$ cat config.mk
export PLATFORM = sky130hd
export DESIGN_NAME = mult_arbiter
export DESIGN_NICKNAME = d
export VERILOG_FILES = /design/src/rtl/mult_pkg.sv /design/src/rtl/mult_rsp_fifo.sv /design/src/rtl/mult_arbiter.sv
export SDC_FILE = /design/constraint.sdc
export NUM_CORES = 1
export LEC_CHECK = 0
export ABC_AREA = 0
export CAP_MARGIN = 20
export CORE_ASPECT_RATIO = 0.6
export CORE_MARGIN = 5
export CORE_UTILIZATION = 25
export DETAILED_ROUTE_END_ITERATION = 6
export PLACE_DENSITY = 0.52
export SLEW_MARGIN = 20
export SYNTH_ARGS = -nofsm -noshare
export SYNTH_HDL_FRONTEND = slang
export SYNTH_HIERARCHICAL = 1
export SYNTH_SLANG_ARGS = --single-unit
$ cat constraint.sdc
create_clock -name i_clk -period 9.8 [get_ports i_clk]
set_input_delay 1.96 -clock i_clk [delete_from_list [all_inputs] [get_ports i_clk]]
set_output_delay 1.96 -clock i_clk [all_outputs]
set_load 0.005 [all_outputs]
$ cat src/rtl/mult_pkg.sv
// Shared types and widths for the multiplier arbiter and its response FIFO.
// Latency: n/a (types and helpers only).
// Backpressure: n/a.
package mult_pkg;

  localparam int MULT_W   = 32;
  localparam int PROD_W   = 64;
  // Widest requester ID supported (NREQ up to 8); narrower IDs are zero-extended.
  localparam int ID_MAX_W = 3;

  // One multiplier issue: operands plus their sign modes (1 = signed).
  typedef struct packed {
    logic              ns_a;
    logic              ns_b;
    logic [MULT_W-1:0] a;
    logic [MULT_W-1:0] b;
  } mult_op_t;

  // One response entry: requester index and its product.
  typedef struct packed {
    logic [ID_MAX_W-1:0] id;
    logic [PROD_W-1:0]   product;
  } mult_rsp_t;

  // Next round-robin start position after index idx, wrapping at n.
  function automatic int rr_next(input int idx, input int n);
    return (idx + 1 >= n) ? 0 : idx + 1;
  endfunction

endpackage

$ cat src/rtl/mult_rsp_fifo.sv
// Sync FIFO whose head sits in an output register (no write-to-head bypass).
// Latency: a push becomes visible on the head two edges later when empty.
// Backpressure: pop is the consumer accept; caller must not push when full.
module mult_rsp_fifo #(
  parameter int W     = 67,
  parameter int DEPTH = 4
) (
  input  logic                   clk,
  input  logic                   rst_n,
  input  logic                   push,
  input  logic [W-1:0]           wdata,
  input  logic                   pop,
  output logic [W-1:0]           rdata,
  output logic                   full,
  output logic                   empty,
  output logic [$clog2(DEPTH):0] count
);

  localparam int AW = $clog2(DEPTH);

  logic [W-1:0]  mem [DEPTH];
  logic [AW-1:0] wr_ptr;
  logic [AW-1:0] rd_ptr;
  logic [AW:0]   mem_cnt;
  logic          head_vld;
  logic          load;

  // Refill the head register whenever it is free or being consumed this cycle.
  assign load  = (mem_cnt != '0) && (!head_vld || pop);
  assign count = mem_cnt + (AW+1)'(head_vld);
  assign full  = (count == (AW+1)'(DEPTH));
  assign empty = !head_vld;

  // Storage array; contents need no reset since occupancy tracks validity.
  always_ff @(posedge clk) begin
    if (push) begin
      mem[wr_ptr] <= wdata;
    end
  end

  // Write/read pointers wrap naturally at the power-of-two depth.
  always_ff @(posedge clk or negedge rst_n) begin
    if (!rst_n) begin
      wr_ptr  <= '0;
      rd_ptr  <= '0;
      mem_cnt <= '0;
    end else begin
      if (push) begin
        wr_ptr <= wr_ptr + AW'(1);
      end
      if (load) begin
        rd_ptr <= rd_ptr + AW'(1);
      end
      case ({push, load})
        2'b10:   mem_cnt <= mem_cnt + (AW+1)'(1);
        2'b01:   mem_cnt <= mem_cnt - (AW+1)'(1);
        default: mem_cnt <= mem_cnt;
      endcase
    end
  end

  // Registered head entry presented to the consumer.
  always_ff @(posedge clk or negedge rst_n) begin
    if (!rst_n) begin
      head_vld <= 1'b0;
      rdata    <= '0;
    end else if (load) begin
      head_vld <= 1'b1;
      rdata    <= mem[rd_ptr];
    end else if (pop) begin
      head_vld <= 1'b0;
    end
  end

endmodule

$ cat src/rtl/mult_arbiter.sv
// Round-robin sharing of one pipelined multiplier among NREQ requesters.
// Latency: accept edge t -> response valid after edge t+MULT_LAT+2.
// Backpressure: credits (in flight + queued) cap grants at FIFO_DEPTH.
module mult_arbiter
  import mult_pkg::*;
#(
  parameter int NREQ       = 4,
  parameter int IDW        = 2,
  parameter int MULT_LAT   = 2,
  parameter int FIFO_DEPTH = 4
) (
  input  logic                 i_clk,
  input  logic                 i_rstn,
  input  logic [NREQ-1:0]      i_req_vld,
  output logic [NREQ-1:0]      o_req_rdy,
  input  logic [NREQ-1:0]      i_req_a_ns,
  input  logic [NREQ-1:0]      i_req_b_ns,
  input  logic [NREQ*32-1:0]   i_req_a,
  input  logic [NREQ*32-1:0]   i_req_b,
  output logic                 o_mult_vld,
  output logic                 o_multa_ns,
  output logic                 o_multb_ns,
  output logic [31:0]          o_multa,
  output logic [31:0]          o_multb,
  input  logic [63:0]          i_product,
  output logic                 o_rsp_vld,
  output logic [IDW-1:0]       o_rsp_id,
  output logic [63:0]          o_rsp_product,
  input  logic                 i_rsp_rdy
);

  localparam int CW = $clog2(FIFO_DEPTH) + 1;

  logic [IDW-1:0]       rr_ptr;
  logic [CW-1:0]        credit;
  logic                 credit_ok;
  logic [NREQ-1:0]      grant_vec;
  logic                 grant_any;
  logic [IDW-1:0]       grant_idx;
  mult_op_t             sel_op;
  mult_op_t             issue_op;
  logic                 issue_vld;
  logic [IDW-1:0]       issue_id;
  logic [MULT_LAT-1:0]  tag_vld;
  logic [IDW-1:0]       tag_id [MULT_LAT];
  mult_rsp_t            rsp_in;
  mult_rsp_t            rsp_head;
  logic                 rsp_push;
  logic                 rsp_pop;
  logic                 fifo_full;
  logic                 fifo_empty;
  logic [CW-1:0]        fifo_count;

  // Every granted request owns a FIFO slot until its response is popped.
  assign credit_ok = (credit < CW'(FIFO_DEPTH));
  assign o_req_rdy = grant_vec;

  // Round-robin search from rr_ptr; first valid requester wins if a slot is free.
  always_comb begin
    int k;
    k         = 0;
    grant_vec = '0;
    grant_any = 1'b0;
    grant_idx = '0;
    for (int i = 0; i < NREQ; i++) begin
      k = int'(rr_ptr) + i;
      if (k >= NREQ) begin
        k = k - NREQ;
      end
      if (credit_ok && !grant_any && i_req_vld[k]) begin
        grant_any    = 1'b1;
        grant_idx    = IDW'(k);
        grant_vec[k] = 1'b1;
      end
    end
  end

  // Steer the winner's operands and sign modes toward the issue register.
  always_comb begin
    int base;
    base        = int'(grant_idx) * MULT_W;
    sel_op      = '0;
    sel_op.ns_a = i_req_a_ns[grant_idx];
    sel_op.ns_b = i_req_b_ns[grant_idx];
    sel_op.a    = i_req_a[base +: MULT_W];
    sel_op.b    = i_req_b[base +: MULT_W];
  end

  // Pointer moves just past the winner; idle cycles leave it where it is.
  always_ff @(posedge i_clk or negedge i_rstn) begin
    if (!i_rstn) begin
      rr_ptr <= '0;
    end else if (grant_any) begin
      rr_ptr <= IDW'(rr_next(int'(grant_idx), NREQ));
    end
  end

  // Credit count: +1 per grant, -1 per response pop, unchanged when both occur.
  always_ff @(posedge i_clk or negedge i_rstn) begin
    if (!i_rstn) begin
      credit <= '0;
    end else begin
      case ({grant_any, rsp_pop})
        2'b10:   credit <= credit + CW'(1);
        2'b01:   credit <= credit - CW'(1);
        default: credit <= credit;
      endcase
    end
  end

  // Issue register: operands only load on a grant so idle cycles do not toggle the datapath.
  always_ff @(posedge i_clk or negedge i_rstn) begin
    if (!i_rstn) begin
      issue_vld <= 1'b0;
      issue_op  <= '0;
      issue_id  <= '0;
    end else begin
      issue_vld <= grant_any;
      if (grant_any) begin
        issue_op <= sel_op;
        issue_id <= grant_idx;
      end
    end
  end

  assign o_mult_vld = issue_vld;
  assign o_multa_ns = issue_op.ns_a;
  assign o_multb_ns = issue_op.ns_b;
  assign o_multa    = issue_op.a;
  assign o_multb    = issue_op.b;

  // Tag pipeline mirrors the multiplier depth so the tail lines up with i_product.
  always_ff @(posedge i_clk or negedge i_rstn) begin
    if (!i_rstn) begin
      tag_vld <= '0;
      for (int s = 0; s < MULT_LAT; s++) begin
        tag_id[s] <= '0;
      end
    end else begin
      tag_vld[0] <= issue_vld;
      tag_id[0]  <= issue_id;
      for (int s = 1; s < MULT_LAT; s++) begin
        tag_vld[s] <= tag_vld[s-1];
        tag_id[s]  <= tag_id[s-1];
      end
    end
  end

  assign rsp_push = tag_vld[MULT_LAT-1];
  assign rsp_pop  = o_rsp_vld && i_rsp_rdy;

  // Pair the product arriving now with the requester that issued it.
  always_comb begin
    rsp_in              = '0;
    rsp_in.id[IDW-1:0]  = tag_id[MULT_LAT-1];
    rsp_in.product      = i_product;
  end

  mult_rsp_fifo #(
    .W     ($bits(mult_rsp_t)),
    .DEPTH (FIFO_DEPTH)
  ) u_rsp_fifo (
    .clk   (i_clk),
    .rst_n (i_rstn),
    .push  (rsp_push),
    .wdata (rsp_in),
    .pop   (rsp_pop),
    .rdata (rsp_head),
    .full  (fifo_full),
    .empty (fifo_empty),
    .count (fifo_count)
  );

  assign o_rsp_vld     = !fifo_empty;
  assign o_rsp_id      = rsp_head.id[IDW-1:0];
  assign o_rsp_product = rsp_head.product;

  // At most one requester is accepted per cycle.
  a_grant_onehot: assert property (@(posedge i_clk) disable iff (!i_rstn)
    $onehot0(o_req_rdy));

  // Credits bound the FIFO, so a push never meets a full FIFO without a pop.
  a_no_overflow: assert property (@(posedge i_clk) disable iff (!i_rstn)
    !(fifo_full && rsp_push && !rsp_pop));

  // Queued entries are always a subset of outstanding credits.
  a_credit_cover: assert property (@(posedge i_clk) disable iff (!i_rstn)
    (credit >= fifo_count) && (credit <= CW'(FIFO_DEPTH)));

  // Unused high ID bits stay zero through the FIFO.
  a_id_ext: assert property (@(posedge i_clk) disable iff (!i_rstn)
    rsp_head.id == ID_MAX_W'(o_rsp_id));

endmodule

Yosys cells after proc, flatten, opt, wreduce, memory -nomap -nowiden
Memories as Yosys holds them, arrays and structs flattened. A register that Yosys moved wholly into a read port is not among the register bits.
Index checks and enable logic that the tools add are counted.
Word-level totals
  register bits after elaboration: 88
  bits in latches: 0
  memory bits (writable): 264
  memory bits (read-only): 0
  bits of input ports: 335
  memories: 1
Cells by class
  add/sub/neg operators: 14
  multipliers: 0
  div/mod/pow operators: 0
  $lt $le $gt $ge: 15
  equal/unequal tests: 4
  shift operators: 2
  multiplexer cells: 47
  bitwise logic cells: 3
  reduce and logical (&&, ||, !) cells: 23
Memories
  u_rsp_fifo.mem: depth 4, width 66, rd ports 1, clocked after memory_dff 1, write ports 1, RTL line mult_rsp_fifo.sv:21  | logic [W-1:0] mem [DEPTH];
Operator list (count)
  variable part select 128 x 8 -> 32 bit: 2
  greater-or-equal comparator 32 x 1 -> 1 bit, second input constant: 4
  < comparator 32 x 4 -> 1 bit, second input constant: 4
  two-way mux 32 bit: 4
  two-way mux 1 bit: 22
  two-way mux 4 bit: 4
  logical AND 1 bit: 13
  binary-select mux 1 bit (select 2 bit): 6
  greater-or-equal comparator 3 bit, second input constant: 4
  OR 4 bit: 3
  one-hot mux 3 bit (2 select lines): 2
  subtractor 3 x 3 -> 4 bit, second input constant: 3
  two-way mux 2 bit: 5
  demux 1 bit (select 2 bit): 4
  adder 2 x 1 -> 3 bit, second input constant: 2
  adder 2 x 2 -> 3 bit, second input constant: 2
  adder 3 x 1 -> 3 bit, second input constant: 2
  nonzero test 2 bit: 3
  subtractor 3 x 1 -> 3 bit, second input constant: 2
  logical NOT 1 bit: 5
  adder 2 x 1 -> 2 bit, second input constant: 2
  == test 2 x 1 -> 1 bit, second input constant: 2
  == test 2 bit, second input constant: 2
  subtractor 2 x 3 -> 4 bit, second input constant: 1
  other kinds (5): 5

Depth between registers and ports, before layout
  depth in word-level cells: 22
  depth in mapped cells: 15
  mapped depth without buffers: 12

Cells and area by module
The synthesis kept the hierarchy.
By module, submodules not included
  mult_rsp_fifo: instances 1, cells each 534, area each 12639.6 um^2, seq. area each 9924.5 um^2
  mult_arbiter: instances 1, cells each 474, area each 5241.3 um^2, seq. area each 2001.9 um^2

Least setup slack after synthesis
No wires, ideal clock.
  path type: input port to output port
  from: input port i_req_vld[1]
  to: output port o_req_rdy[0]
  data arrival time: 3.156 ns
  setup slack: 4.684 ns
  cell stages on the path: 5
  cells stage by stage: mux2_1 -> mux2_2 -> nor3b_1 -> a222oi_1 -> nand2_1
On the way
  cells in the longest elaborated chain, start to end: 17
  elaborated cells between the ends (all ways): 32
  those cells by class: mux: 19; bitwise: 3; reduce/logical: 10
Ends and longest elaborated chain
  start: declaration: RTL line mult_arbiter.sv:14  | input logic [NREQ-1:0] i_req_vld,
  binary-select mux 1 bit (select 2 bit): RTL line mult_arbiter.sv:70  | if (credit_ok && !grant_any && i_req_vld[k]) begin
  two-way mux 1 bit (implied by the code) (2 in series): RTL line mult_arbiter.sv:70
  logical AND 1 bit: RTL line mult_arbiter.sv:70
  two-way mux 1 bit: RTL line mult_arbiter.sv:70
  logical NOT 1 bit: RTL line mult_arbiter.sv:70
  logical AND 1 bit (2 in series): RTL line mult_arbiter.sv:70
  two-way mux 1 bit: RTL line mult_arbiter.sv:70
  logical NOT 1 bit: RTL line mult_arbiter.sv:70
  logical AND 1 bit (2 in series): RTL line mult_arbiter.sv:70
  two-way mux 1 bit: RTL line mult_arbiter.sv:70
  logical NOT 1 bit: RTL line mult_arbiter.sv:70
  logical AND 1 bit (2 in series): RTL line mult_arbiter.sv:70
  two-way mux 4 bit (*): RTL line mult_arbiter.sv:70
  end: declaration: RTL line mult_arbiter.sv:15  | output logic [NREQ-1:0] o_req_rdy,
Every way passes the cells marked *; elsewhere a longest branch is shown, timed or not. The select of a mux whose other input is x is not followed.

Worst setup path in the final report
  from: input port i_req_vld[2]
  to: output port o_req_rdy[0]
The elaborated chain is that of the path after synthesis.

==> reports/metrics.cfg <==
[cts]
max-clock-path-buffers=3
clock_sinks=418
post_cts.repair.setup_buffers=0
clkSlewWorstSetupHoldPaths_ns=0.07
insertion_delay_ns=0.56
cts-root-buf=sky130_fd_sc_hd__clkbuf_16
tritoncts=yes
h-tree-depth=2
cts.hold.buffers_added=0
cts_inserted_buffers=43
post_cts.resized_instances=0

[setup_path]
critical_path.cell_chain=clkdlybuf4s50_1 > mux2i_1 > a22oi_1 > nor3b_1 > a222oi_1 > nand2_1 > clkdlybuf4s50_1
cpPeakStageDelay_ns=0.53
rr_startpoint=rr_ptr[0]
timing.critical_path.buf_inv=2
worst_reg2reg_path_length_in_cells=11
worst_path_dominant_cell_family=buffers and inverters
crit_path_max_fanout=6
timing.critical_path.from=i_req_vld[2]
critPathArrivalTime_ns=4.46
critical-path-top-cell-by-count=sky130_fd_sc_hd__clkdlybuf4s50_1
r2r_slack_ns=4.97
path_class=input port to primary output
startpoint_type=input port
regToRegEndpoint=o_multa[28]
worstSetupEndpointType=primary output
critical_path_required_ns=7.84
cp_slowest_cell=sky130_fd_sc_hd__clkdlybuf4s50_1

[synthesis]
netlist_instances=996
syn_area_um2=17700
syn-mean-instance-area_um2=17.7
ys_warn_count=6
synth_nets=1347

[detailed_routing]
initialDrtViolationCount=522
route.detailed.drc=0
drt-wirelength-per-cell_um=23.9
route.vias.total=11000
drt.antenna.violating_nets=0
drt_pre_antenna_iters=5
totalWireLength_um=57900
post_drt_via_cell_ratio=4.55

[power]
switchingPower_mw=2.77
part_of_the_total_power_dissipated_in_combinational_logic_pct=41.9
pwr-share-clk_pct=21.7
pwr-share-seq_pct=36.4
areal_power_density_over_the_cells_nw_per_um2=326
power.internal_mw=5.29
p_leak_nw=9.04
power.switching_fraction_pct=34.4
ir_worst_vdd_uv=317

[floorplanning]
row_count=75
start_util_pct=25.3
placeableCoreArea_um2=69900
die_area_um2=76200
die-height_um=216
die_width_um=353
io_pins=473

[final_layout]
final_layout_size_suffix_gt1_share_pct=19.4
postLayoutCoreUtil_pct=35.4
nets=1809
synthToLayoutAreaGrowth_pct=40.2
multi_input_gate_area_um2=5390
layout.filler_cells=6632
final-seq-area_um2=11800

[timing]
final-setup-viol-count=0
report.final.slew_viol_count=0
clock_skew_ns=0.0166
post_layout_min_period_ns=6.42
worst_slew_margin_rel_pct=23.6
worst_pin_slew_ns=1.15
timing.final.hold_violations=0
final.setup.tns_ns=0
rsz0062_at_grt=no
fin_crit_sh_pct=65.5
max_freq_mhz=156

[global_route]
grt.overflow.total=0
grt_antenna_before_repair=9
via_count_of_the_first_global_routing_pass=11700
grt_pass1_wl_um=83000
grt_max_degree=135
track_usage_pct=14.7

[worst_hold_path]
timing.hold.worst.class=flip-flop to flip-flop
hold_start=tag_vld[0]
hold-path-endpoint=tag_vld[1]
whs_path_depth=0

[run]
cap_viol_max_count=0

[outcome]
outcome=finished, final reports clean

[placed_design]
finalWeightedCongestion=0.836
port_buffers=472
dp.final_hpwl_um=40200

## layer usage
metal / GRT usage [%] / up-vias / part of all wire, %
li1: - / 4903 / -
met1: 19.8 / 5758 / 44
met2: 23.7 / 287 / 48
met3: 4.07 / 71 / 6.0
met4: 3.11 / 6 / 1.5
met5: 0 / - / 0.071
## cell usage in the layout, fill, tap and decap left out, types with 21 or more instances in the layout
master	n
sky130_fd_sc_hd__nor3_1	22
sky130_fd_sc_hd__a221oi_2	41
sky130_fd_sc_hd__nor2_1	38
sky130_fd_sc_hd__mux4_2	67
sky130_fd_sc_hd__o221ai_1	35
sky130_fd_sc_hd__mux2i_1	76
sky130_fd_sc_hd__a221oi_1	21
sky130_fd_sc_hd__dfrtp_1	152
sky130_fd_sc_hd__clkdlybuf4s50_1	471
sky130_fd_sc_hd__mux2_2	60
sky130_fd_sc_hd__clkbuf_16	45
sky130_fd_sc_hd__edfxtp_1	264
sky130_fd_sc_hd__nand2_1	53
## worst register-to-register path: cells and delay by family, from the launching register on
kind,cells,cell delay [ns]
AOI/OAI and AO/OA,3,0.59
adders and majority gates,1,0.54
buffers and inverters,4,1.99
DFF,1,0.64
muxes,1,0.63
and+or+nand+nor,2,0.37
## worst max path at each step
stage | slack, ns | end | cells after the start
3_5_place_dp | 3.46 | o_req_rdy[0] | 7
6_report | 3.38 | o_req_rdy[0] | 7
4_1_cts | 3.44 | o_req_rdy[0] | 7
5_1_grt | 3.20 | o_req_rdy[0] | 7
3_3_place_gp | 3.52 | o_req_rdy[1] | 6
2_1_floorplan | 4.68 | o_req_rdy[0] | 5
## final cells by class
cell class,instances,area share (%)
flip-flops and latches,418,47.6
inverters,13,0.197
well taps,924,4.67
repair buffers,487,19.6
clock inverters,21,1.07
clock buffers,58,4.99
diodes,7,0.0708
multi-input cells,495,21.8
## registers in the layout, indices dropped and copies added, names as in the netlist, 2 cells and up
signal,count
u_rsp_fifo/rdata,66
u_rsp_fifo/mem_cnt,3
u_rsp_fifo/mem,264
tag_id,2
issue_id,2
o_multb,32
tag_vld,2
u_rsp_fifo/wr_ptr,2
u_rsp_fifo/rd_ptr,2
o_multa,32
rr_ptr,2
rsp_in,2
credit,3
## stage by stage
| stage | setup WS (ns) | cells | area [um2] | power, mW | hold WS, ns |
|---|---|---|---|---|---|
| floorplan | 4.68 | 996 | 17700 | 4.98 | 0.331 |
| global placement | 3.52 | 2337 | 23200 | 6.34 | 0.337 |
| detailed placement | 3.46 | 2337 | 23200 | 6.40 | 0.339 |
| CTS | 3.44 | 2416 | 24700 | 8.21 | 0.357 |
| global route | 3.20 | 2419 | 24700 | 8.54 | 0.366 |
| finish | 3.38 | 2423 | 24800 | 8.06 | 0.355 |
## power by group through the flow
| stage | sequential (mW) | clock [mW] | combinational [mW] |
|---|---|---|---|
| CTS | 2.95 | 1.83 | 3.43 |
| floorplan | 2.82 | 0 | 2.15 |
| finish | 2.93 | 1.75 | 3.37 |
| global placement | 2.96 | 0 | 3.39 |
| global route | 3.01 | 1.89 | 3.64 |
| detailed placement | 2.98 | 0 | 3.42 |
Note: power is estimated with default switching activity, not from simulation.
==> variant, RTL diff (config.mk and constraints unchanged) <==
`IDW`: 2 -> 1.
--- a/src/rtl/mult_arbiter.sv
+++ b/src/rtl/mult_arbiter.sv
@@ -6,5 +6,5 @@
 #(
   parameter int NREQ       = 4,
-  parameter int IDW        = 2,
+  parameter int IDW        = 1,
   parameter int MULT_LAT   = 2,
   parameter int FIFO_DEPTH = 4
Interface: changed (resized o_rsp_id); port bits go from 473 to 472. The function was not compared with the original's and may differ.
==> variant against the original RTL <==
- power decreased by 16%
- hold slack lost 1.4 ps
- clock power fell by 8%
- sequential cell count down 9
- first-iteration DRC count grew 18%
- critical path depth decreased by 2
- setup slack better by 220 ps
- sequential share of layout area increased by 4.9 points
- core utilization down 1.4 points
- area after synthesis decreased by 7.1%
- final area fell by 11%
- routed wire length shrank 19%
- critical path type unchanged
- critical endpoint is now o_req_rdy[1]
- largest power group is now sequential cells
==> variant: results (changes against the original RTL) <==
pin count of the biggest net entering global routing = 69 (was 135)
first-pass GRT wire length = 70400 um (was 83000 um)
HP Class = reg2reg (unchanged)
GR Util All Layers = 0.130 (was 0.147)
Post CTS Setup Buffer Count = 0 (unchanged)
vias in the first global route = 10400 (was 11700)
proportion of layout cells with a drive suffix above 1 = 0.177 (was 0.194)
clock-pin slew on the worst setup and hold paths = 50 ps (was 70 ps)
CP delay by family, top = buffers and inverters (unchanged)
PortBufs = 339 (was 472)
yosys warns = 6 (unchanged)
DP HPWL = 29400 um (was 40200 um)
slowest cell on the critical path = buf_4 (was clkdlybuf4s50_1)
total CTS buffers = 43 (unchanged)
largest registers = u_rsp_fifo/mem x260, u_rsp_fifo/rdata x65 (was u_rsp_fifo/mem x264, u_rsp_fifo/rdata x66)
Resize count post-CTS = 0 (unchanged)
CP max stage delay = 530 ps (about the same)
switching component of the power = 2050 uW (was 2770 uW)
initial antenna violation count = 10 (was 9)
relative slew slack = 0.360 (was 0.236)
Critical Path Fanout Max = 41 (was 6)
placed cell areas = 20600 um^2 (was 23200 um^2)
clk_lat worst skew = 560 ps (about the same)
1st-pass router iterations = 4 (was 5)
final layout net count = 1605 (was 1809)
via count = 9936 (was 11000)
R2R depth = 4 (was 11)
leak pwr = 0.00776 uW (was 0.00904 uW)
status = complete, no violations (unchanged)
CP arrival = 4240 ps (was 4460 ps)
Fill cells = 6226 (was 6632)
syn_nets = 1283 (was 1347)
Placer Congestion = 0.766 (was 0.836)
VDD IR max = 0.000114 V (was 0.000317 V)
Tmin final = 6200 ps (was 6420 ps)
post-DR wirelength/cell = 22.0 um (was 23.9 um)
H-tree Lvls = 2 (unchanged)
Hold Path Depth = 0 (unchanged)
DR iter-0 viols = 615 (was 522)
clock root buffer = clkbuf_16 (unchanged)
Worst Skew = 23.1 ps (was 16.6 ps)
final instance area = 22000 um^2 (was 24800 um^2)
pre-CTS WS = 3630 ps (was 3460 ps)
variant: per-layer routing:
layer / GRT usage / up-vias / part of all wire
met4: 0.0410 / 14 / 0.028
met3: 0.0367 / 96 / 0.056
met5: 0 / - / 0.0019
met2: 0.197 / 224 / 0.46
li1: - / 4408 / -
met1: 0.180 / 5194 / 0.45
variant: final cells by class:
class / count / share of cell area
clock inverters: 17 / 0.00769
flip-flops and latches: 409 / 0.525
well taps: 851 / 0.0485
multi-input cells: 374 / 0.190
repair buffers: 359 / 0.161
clock buffers: 60 / 0.0547
inverters: 75 / 0.0128
diodes: 3 / 0.000342
variant: path summary, 6_finish.rpt:
check | start | to | slack, ps
max | i_req_vld[0] | o_req_rdy[1] | 3600
min | tag_vld[0]$_DFF_PN0_ | tag_vld[1]$_DFF_PN0_ | 350
max reg2reg | rr_ptr$_DFFE_PN0P_ | o_multa[9]$_DFFE_PN0P_ | 7040
min reg2reg | tag_vld[0]$_DFF_PN0_ | tag_vld[1]$_DFF_PN0_ | 350
max in group asynchronous | i_rstn | u_rsp_fifo/rd_ptr[1]$_DFFE_PN0P_ | 7050
min in group asynchronous | i_rstn | o_multb[16]$_DFFE_PN0P_ | 1310
variant: metrics by stage:
step           power (uW)  cells
3_3_place_gp         5190   2068
5_1_grt              7150   2147
3_5_place_dp         5240   2068
2_1_floorplan        4060    940
6_report             6740   2148
4_1_cts              6900   2145
variant: power groups by stage:
stage	registers (uW)	clock network (uW)	logic (uW)
floorplan	2730	0	1340
global placement	2800	0	2390
detailed placement	2820	0	2420
CTS	2800	1680	2420
global route	2850	1750	2540
finish	2770	1610	2360
